**config.mk**
```make
export PLATFORM = sky130hd
export DESIGN_NAME = axis_frame_len_stats
export DESIGN_NICKNAME = d
export VERILOG_FILES = /design/src/rtl/axis_stats_pkg.sv /design/src/rtl/axis_sat_counter.sv /design/src/rtl/axis_frame_len_stats.sv
export SDC_FILE = /design/constraint.sdc
export NUM_CORES = 1
export LEC_CHECK = 0
export ABC_AREA = 1
export BUFFER_PORTS_ARGS = -buffer_cell sky130_fd_sc_hd__buf_2
export CAP_MARGIN = 20
export CORE_UTILIZATION = 30
export CTS_BUF_LIST = sky130_fd_sc_hd__clkbuf_2 sky130_fd_sc_hd__clkbuf_4 sky130_fd_sc_hd__clkbuf_8
export DETAILED_ROUTE_END_ITERATION = 8
export HOLD_SLACK_MARGIN = 0.02
export SLEW_MARGIN = 30
export SYNTH_ARGS = -nofsm -noshare
export SYNTH_HDL_FRONTEND = slang
export SYNTH_SLANG_ARGS = --single-unit
```
**constraint.sdc**
```tcl
create_clock -name clk -period 4.75 [get_ports clk]
set_clock_uncertainty 0.1 [all_clocks]
set_input_delay 0.2375 -clock clk [delete_from_list [all_inputs] [get_ports clk]]
set_output_delay 0.2375 -clock clk [all_outputs]
set_load 0.01 [all_outputs]
```
**src/rtl/axis_stats_pkg.sv**
```systemverilog
// Shared definitions for the AXI-Stream statistics blocks.
// Latency: n/a (types and constants only).
// Backpressure: n/a.
package axis_stats_pkg;

    typedef enum logic {
        ST_IDLE = 1'b0,
        ST_HOLD = 1'b1
    } stat_state_t;

    // Ethernet runt / giant thresholds, shared by all stats collectors.
    localparam int DEFAULT_MIN_LEN = 64;
    localparam int DEFAULT_MAX_LEN = 1518;

endpackage

```
**src/rtl/axis_sat_counter.sv**
```systemverilog
// Saturating accumulator; count_upd is the value taken this edge when clear is low.
// Latency: 1 cycle from inc_en to the stored value; count_upd is combinational.
// Backpressure: none; clear wins over a same-cycle increment.
module axis_sat_counter #(
    parameter int WIDTH     = 32,
    parameter int INC_WIDTH = 1
) (
    input  logic                 clk,
    input  logic                 rst,
    input  logic                 clear,
    input  logic                 inc_en,
    input  logic [INC_WIDTH-1:0] inc,
    output logic [WIDTH-1:0]     count_upd
);

    logic [WIDTH-1:0] count;
    logic [WIDTH:0]   sum;

    always_comb begin
        sum       = {1'b0, count} + (WIDTH+1)'(inc);
        count_upd = count;
        if (inc_en) begin
            count_upd = sum[WIDTH] ? '1 : sum[WIDTH-1:0];
        end
    end

    always_ff @(posedge clk or negedge rst) begin
        if (!rst) begin
            count <= '0;
        end else if (clear) begin
            count <= '0;
        end else begin
            count <= count_upd;
        end
    end

endmodule

```
**src/rtl/axis_frame_len_stats.sv**
```systemverilog
// Per-period frame length statistics with a valid/ready snapshot port.
// Latency: 1 cycle from frame_len_valid to live stats, 1 cycle from snapshot_req to stat_valid.
// Backpressure: no input backpressure; requests arriving while a snapshot is held are dropped and flagged.
module axis_frame_len_stats
    import axis_stats_pkg::*;
#(
    parameter int LEN_WIDTH   = 16,
    parameter int COUNT_WIDTH = 32,
    parameter int BYTE_WIDTH  = 48,
    parameter int MIN_LEN     = DEFAULT_MIN_LEN,
    parameter int MAX_LEN     = DEFAULT_MAX_LEN
) (
    input  logic                   clk,
    input  logic                   rst,
    input  logic [LEN_WIDTH-1:0]   frame_len,
    input  logic                   frame_len_valid,
    input  logic                   snapshot_req,
    input  logic                   snapshot_clear,
    output logic                   stat_valid,
    input  logic                   stat_ready,
    output logic [COUNT_WIDTH-1:0] stat_frames,
    output logic [BYTE_WIDTH-1:0]  stat_bytes,
    output logic [LEN_WIDTH-1:0]   stat_min_len,
    output logic [LEN_WIDTH-1:0]   stat_max_len,
    output logic [COUNT_WIDTH-1:0] stat_runts,
    output logic [COUNT_WIDTH-1:0] stat_giants,
    output logic                   snapshot_overrun
);

    localparam logic [LEN_WIDTH-1:0] MIN_L = LEN_WIDTH'(MIN_LEN);
    localparam logic [LEN_WIDTH-1:0] MAX_L = LEN_WIDTH'(MAX_LEN);

    stat_state_t            state;
    logic                   live_clear;
    logic                   is_runt;
    logic                   is_giant;
    logic [COUNT_WIDTH-1:0] frames_upd;
    logic [COUNT_WIDTH-1:0] runts_upd;
    logic [COUNT_WIDTH-1:0] giants_upd;
    logic [BYTE_WIDTH-1:0]  bytes_upd;
    logic [LEN_WIDTH-1:0]   min_len;
    logic [LEN_WIDTH-1:0]   max_len;
    logic [LEN_WIDTH-1:0]   min_upd;
    logic [LEN_WIDTH-1:0]   max_upd;

    // Only an accepted request may clear; a dropped one leaves the period running.
    assign live_clear = (state == ST_IDLE) && snapshot_req && snapshot_clear;
    assign is_runt    = frame_len_valid && (frame_len < MIN_L);
    assign is_giant   = frame_len_valid && (frame_len > MAX_L);

    axis_sat_counter #(.WIDTH(COUNT_WIDTH), .INC_WIDTH(1)) u_frames (
        .clk(clk), .rst(rst), .clear(live_clear), .inc_en(frame_len_valid),
        .inc(1'b1), .count_upd(frames_upd)
    );

    axis_sat_counter #(.WIDTH(BYTE_WIDTH), .INC_WIDTH(LEN_WIDTH)) u_bytes (
        .clk(clk), .rst(rst), .clear(live_clear), .inc_en(frame_len_valid),
        .inc(frame_len), .count_upd(bytes_upd)
    );

    axis_sat_counter #(.WIDTH(COUNT_WIDTH), .INC_WIDTH(1)) u_runts (
        .clk(clk), .rst(rst), .clear(live_clear), .inc_en(is_runt),
        .inc(1'b1), .count_upd(runts_upd)
    );

    axis_sat_counter #(.WIDTH(COUNT_WIDTH), .INC_WIDTH(1)) u_giants (
        .clk(clk), .rst(rst), .clear(live_clear), .inc_en(is_giant),
        .inc(1'b1), .count_upd(giants_upd)
    );

    always_comb begin
        min_upd = min_len;
        max_upd = max_len;
        if (frame_len_valid && (frame_len < min_len)) begin
            min_upd = frame_len;
        end
        if (frame_len_valid && (frame_len > max_len)) begin
            max_upd = frame_len;
        end
    end

    always_ff @(posedge clk or negedge rst) begin
        if (!rst) begin
            min_len <= '1;
            max_len <= '0;
        end else if (live_clear) begin
            min_len <= '1;
            max_len <= '0;
        end else begin
            min_len <= min_upd;
            max_len <= max_upd;
        end
    end

    // Shadows capture the *_upd values so a frame landing with the request is in the snapshot.
    always_ff @(posedge clk or negedge rst) begin
        if (!rst) begin
            state            <= ST_IDLE;
            stat_valid       <= 1'b0;
            stat_frames      <= '0;
            stat_bytes       <= '0;
            stat_min_len     <= '1;
            stat_max_len     <= '0;
            stat_runts       <= '0;
            stat_giants      <= '0;
            snapshot_overrun <= 1'b0;
        end else begin
            case (state)
                ST_IDLE: begin
                    if (snapshot_req) begin
                        state        <= ST_HOLD;
                        stat_valid   <= 1'b1;
                        stat_frames  <= frames_upd;
                        stat_bytes   <= bytes_upd;
                        stat_min_len <= min_upd;
                        stat_max_len <= max_upd;
                        stat_runts   <= runts_upd;
                        stat_giants  <= giants_upd;
                    end
                end
                ST_HOLD: begin
                    if (snapshot_req) begin
                        snapshot_overrun <= 1'b1;
                    end
                    if (stat_ready) begin
                        state      <= ST_IDLE;
                        stat_valid <= 1'b0;
                    end
                end
            endcase
        end
    end

endmodule

```
### Yosys cells after proc, flatten, opt, wreduce, memory -nomap -nowiden

Cells that the tools add are included.

| cells by class | value |
|---|---|
| shift-type cells | 0 |
| divide/modulo/power cells | 0 |
| magnitude comparators | 4 |
| bitwise operators | 1 |
| mux-type cells | 22 |
| eq/ne operators | 2 |
| $mul | 0 |
| $add $sub $neg | 4 |
| reduce and logical (&&, ||, !) cells | 9 |

Operators by type and width:

| cell | number |
|---|---|
| 2-to-1 mux 32 bit | 9 |
| 2-to-1 mux 48 bit | 3 |
| adder 32 x 1 -> 33 bit, second input constant | 3 |
| 2-to-1 mux 16 bit | 4 |
| adder 48 x 16 -> 49 bit | 1 |
| greater-than comparator 16 x 11 -> 1 bit, second input constant | 1 |
| greater-than comparator 16 bit | 1 |
| less-than comparator 16 bit | 1 |
| less-than comparator 16 x 7 -> 1 bit, second input constant | 1 |
| logical AND 1 bit | 6 |
| AND reduction 2 bit | 3 |
| 2-to-1 mux 1 bit | 4 |
| != test 2 bit, second input constant | 2 |
| case mux 1 bit (2 select lines) | 2 |
| NOT 1 bit | 1 |

| storage, ports and cells | value |
|---|---|
| bits of input ports | 22 |
| ROM bits | 0 |
| bits in latches | 0 |
| memories kept | 0 |
| register bits | 355 |
| RAM bits | 0 |

### Logic depth before layout (Yosys ltp)

| depth | value |
|---|---|
| depth in word-level cells | 4 |
| mapped depth | 15 |
| mapped depth without buffers | 15 |

### Modules after synthesis

From an unflattened synthesis, not the netlist that was laid out.

| unflattened totals | value |
|---|---|
| cell total of the unflattened synthesis | 2,721 |
| area, all modules | 20,199.4 sq um |

Modules (own cells, without submodules):

| module | cells an instance | area an instance (sq um) | instances | seq. area each (sq um) |
|---|---|---|---|---|
| axis_frame_len_stats | 1,095 | 9,345.2 | 1 | 5,320.1 |
| axis_sat_counter at u_frames ... | 321 | 2,199.6 | 3 | 800.8 |
| axis_sat_counter at u_bytes | 663 | 4,255.3 | 1 | 1,201.2 |

### Least setup slack after synthesis

No wires, ideal clock.

| timing path | value |
|---|---|
| path type | reg2reg |
| start | register u_bytes.count[0] |
| end | register stat_bytes[22] |
| arrival | 2,058 ps |
| period minus slack after synthesis | 2,294 ps |
| data required time | 4,515 ps |
| setup time | 135 ps |
| path slack | 2,456 ps |
| stages on the path, launching flop included | 13 |
| path buffers | 0 |
| cells stage by stage | dfrtp_1 ha_1 fa_1 nand3_1 nand3_2 a21oi_1 inv_1 nand2_1 nand3_1 nand3_1 nand2_1 nor2_1 o21ai_0 |

| between the ends | value |
|---|---|
| cells in the longest elaborated chain, start to end | 3 |

RTL lines:

| what | line | RTL |
|---|---|---|
| start: declaration | axis_sat_counter.sv:16 | `logic [WIDTH-1:0] count;` |
| start signal: assignment | axis_sat_counter.sv:33 | `count <= count_upd;` |
| adder 48 x 16 -> 49 bit | axis_sat_counter.sv:20 | `sum = {1'b0, count} + (WIDTH+1)'(inc);` |
| 2-to-1 mux 48 bit | axis_sat_counter.sv:23 | `count_upd = sum[WIDTH] ? '1 : sum[WIDTH-1:0];` |
| 2-to-1 mux 48 bit | axis_sat_counter.sv:22 | `if (inc_en) begin` |
| end signal: assignment | axis_frame_len_stats.sv:114 | `stat_bytes <= bytes_upd;` |
| end: declaration | axis_frame_len_stats.sv:22 | `output logic [BYTE_WIDTH-1:0] stat_bytes,` |

No other way between the ends.
A chain may end at the register's enable or synchronous reset.

### Final worst setup path

| timing path | value |
|---|---|
| start | register min_len[5] |
| end | register stat_min_len[6] |

| between the ends | value |
|---|---|
| cells in the longest elaborated chain, start to end | 3 |

RTL lines:

| what | line | RTL |
|---|---|---|
| start: declaration | axis_frame_len_stats.sv:41 | `logic [LEN_WIDTH-1:0] min_len;` |
| start signal: assignment | axis_frame_len_stats.sv:90 | `min_len <= min_upd;` |
| less-than comparator 16 bit | axis_frame_len_stats.sv:74 | `if (frame_len_valid && (frame_len < min_len)) begin` |
| logical AND 1 bit | axis_frame_len_stats.sv:74 |  |
| 2-to-1 mux 16 bit | axis_frame_len_stats.sv:74 |  |
| end signal: assignment | axis_frame_len_stats.sv:115 | `stat_min_len <= min_upd;` |
| end: declaration | axis_frame_len_stats.sv:23 | `output logic [LEN_WIDTH-1:0] stat_min_len,` |

No other way between the ends.

==> flow_summary_export.csv <==
group,metric,value,unit
floorplan,start_util,30.5,%
global_route,grt_pass1_vias,16583,
global_route,use_met3,3.29,%
cts,clk_latency,660,ps
cts,clock_path_buffers,3,
sta,rsz0062_at_grt,"no",
power_and_ir_drop,leakage,0.0113,uW
global_route,overflow,0,
sta,relSlewSlack,41.0,%
global_route,met1_usage,24.5,%
cts,cts_sinks,355,
setup_path,path_class,"register to register",
routing,viasPerCell,4.72,
cells_and_area,mostFrequentLayoutCells,"nand2_1, nor2_1, dfrtp_1",
cells_and_area,layout_commonest_cell,"nand2_1",
global_route,busiest_layer,"met2",
global_route,met2_usage,26.8,%
power_and_ir_drop,power,10400,uW
routing,avgRoutedWirePerCell,15.6,um
setup_path,r2r_start,"min_len[5]",
synth,netlist_area,19400,um2
hold_path,min_path_type,"input port to async pin",
setup_path,crit_path_top_delay_cell,"nand3_1",
sta,setup_viol,0,
sta,post-route-min-period,3000,ps
global_route,grt_usage,17.6,%
sta,fmax,333,MHz
floorplan,die_height,256,um
setup_path,cpPeakStageDelay,700,ps
cts,cts_buffers,69,
routing,drt.antenna.violating_nets,0,
power_and_ir_drop,combPwrFrac,27.9,%
cts,htreeDepth,3,
cells_and_area,final_layout_size_suffix_gt1_share,15.5,%
power_and_ir_drop,vdd_drop_max,0.000165,V
synth,ys.warnings.count,0,
global_route,grt_pass1_wl,92500,um
status,status,"completed",
sta,period_share,63.2,%
sta,worst_slew_pin_slew,885,ps
routing,drtIter0Drc,1106,
synth,yosys-top-cells-area,"dfrtp_1, nand2_1, nor2_1",
cts,clk_pin_slew,50,ps
setup_path,cp.arrival,3490,ps
cts,cts_tree,"built",
global_route,antenna_found_initial,1,
cells_and_area,finalNetCount,2864,
setup_path,startpoint,"min_len[5]",
power_and_ir_drop,powerDensity,451,nW/um2
setup_path,cp-end-kind,"register",
placed_design,place_area,21200,um2
floorplan,core.rowCount,92,
placed_design,portBuffers,199,
synth,netlist_instances,2583,
power_and_ir_drop,switchingPower,3680,uW
global_route,grt_max_degree,146,
setup_path,worst-path-stages,11,
synth,yosys.area.top_type,"dfrtp_1",
setup_path,path_cells,"inv_1, ha_1, a21oi_1, nor2_1, a211oi_1, nand2_1, nand3_1, nand3_1, nand2_1, nand3_1, nand2_1",
sta,hold_viol,0,
sta,slew_violations,0,
floorplan,coreArea,63500,um2
setup_path,critical-path-top-delay-family,"simple AND/OR/NAND/NOR gates",
routing,dr_total_vias,17441,
routing,routed_wirelength,57700,um
cells_and_area,area_growth,18.4,%
synth,synth_seq_area_share,46.0,%
cts,post_cts_buffers,0,
placed_design,post-dp-hpwl,40400,um
floorplan,die_w,256,um
floorplan,die-area,65700,um2
setup_path,required,5240,ps
power_and_ir_drop,p_seq_share,39.2,%
setup_path,critPathBufInv,1,
sta,setup_tns,0,ps
cts,cts-root-buf,"clkbuf_8",
routing,drtPass1Iterations,5,
setup_path,critPathLaunchType,"register",
power_and_ir_drop,p_int,6680,uW
cells_and_area,final_area,23000,um2
cts,cts_hold_buf,20,
placed_design,gp_congestion,0.905,
synth,yosys_register_bits,355,
setup_path,path_max_fanout,17,
synth,synth_cell_type_count,50,
power_and_ir_drop,switching_share,35.5,%
synth,synth_top_area_share,41.7,%
flow_run,max_cap_violations,0,
cells_and_area,utilization,36.2,%
floorplan,ioPinCount,200,
synth,synth_nets,2656,
cts,cts_resized,0,
routing,route.detailed.drc,0,
power_and_ir_drop,power_frac_clock,32.9,%
setup_path,r2r_cells,11,
synth,avgSynthCellArea,7.51,um2
==> cell families (layout without fill, tap and decap cells) <==
logic type,count (synthesis),count (layout),synth area share (%)
adders and majority gates,51,51,3.33
DFF,355,355,46.0
buffers and inverters,323,585,6.54
other,0,1,0
xor gates and xnor gates,59,59,2.66
and+or+nand+nor,1473,1473,32.6
muxes,3,3,0.155
AOI/OAI and AO/OA,319,319,8.71
==> flip-flops by register name, indices dropped and copies added, names as in the netlist, 16 cells and up <==
name,count
stat_runts,32
u_frames.count,32
stat_min_len,16
min_len,16
u_giants.count,32
u_runts.count,32
u_bytes.count,48
stat_giants,32
max_len,16
stat_bytes,48
stat_max_len,16
stat_frames,32
==> per-stage QoR <==
| stage | instances | hold WS, ps | setup slack (ps) |
|---|---|---|---|
| after floorplan | 2583 | -158 | 2460 |
| after global placement | 3546 | 207 | 1770 |
| after detailed placement | 3546 | 213 | 1730 |
| after CTS | 3691 | 75.5 | 1740 |
| after global routing | 3692 | 115 | 1430 |
| final | 3692 | 76.3 | 1750 |
==> path summary, 6_finish.rpt <==
check	slack (ps)	to
worst min-delay path	80	stat_frames[16]
worst max-delay path	1750	stat_min_len[6]
max in group asynchronous	3260	u_runts.count[11]
worst max register to register	1750	stat_min_len[6]
min in group clk	210	stat_valid
worst min register to register	360	snapshot_overrun
==> synth_stat cells, drive strengths merged <==
cell type	n
ha	50
dfstp	32
buf	33
a21oi	53
fa	1
nand3b	11
xnor2	29
or2	22
inv	224
nor2	350
xor2	30
nand2	776
nand3	151
a21boi	1
clkbuf	65
o21ai	225
nor3	53
a211oi	2
nor3b	7
o31ai	1
clkinv	1
a31oi	15
a21o	1
o22ai	1
dfrtp	323
and2	10
mux2i	3
nand4	89
o21bai	5
nor4	4
o211ai	15
==> layout make-up <==
class	instances	area, um2
Tap cell	846	1060
Fill cell	6744	40600
Sequential cell	355	8920
Clock inverter	17	190
Clock buffer	108	1340
Multi-Input combinational cell	1905	9240
Antenna cell	1	2.50
Timing Repair Buffer	235	1370
Inverter	225	847
==> worst register-to-register path: stages, from the launching register on <==
cell and delay, ps:
dfstp_2 510, inv_1 40, ha_1 280, a21oi_1 160, nor2_1 50, a211oi_1 170, nand2_1 70, nand3_1 420
nand3_1 700, nand2_1 260, nand3_1 100, nand2_1 80
==> power by group through the flow <==
stage	clock (uW)	sequential, uW	combinational (uW)
after floorplan	0	4160	1800
after global placement	0	4100	2880
after detailed placement	0	4100	2910
after CTS	3530	4060	2940
after global routing	3670	4140	3310
final	3410	4060	2890
==> layer usage <==
layer,up-vias,share of wire (%)
met5,-,0
li1,8798,-
met1,8174,48
met4,0,2.7
met2,388,44
met3,81,5.1
No activity file was read; power rests on OpenSTA's default activity.
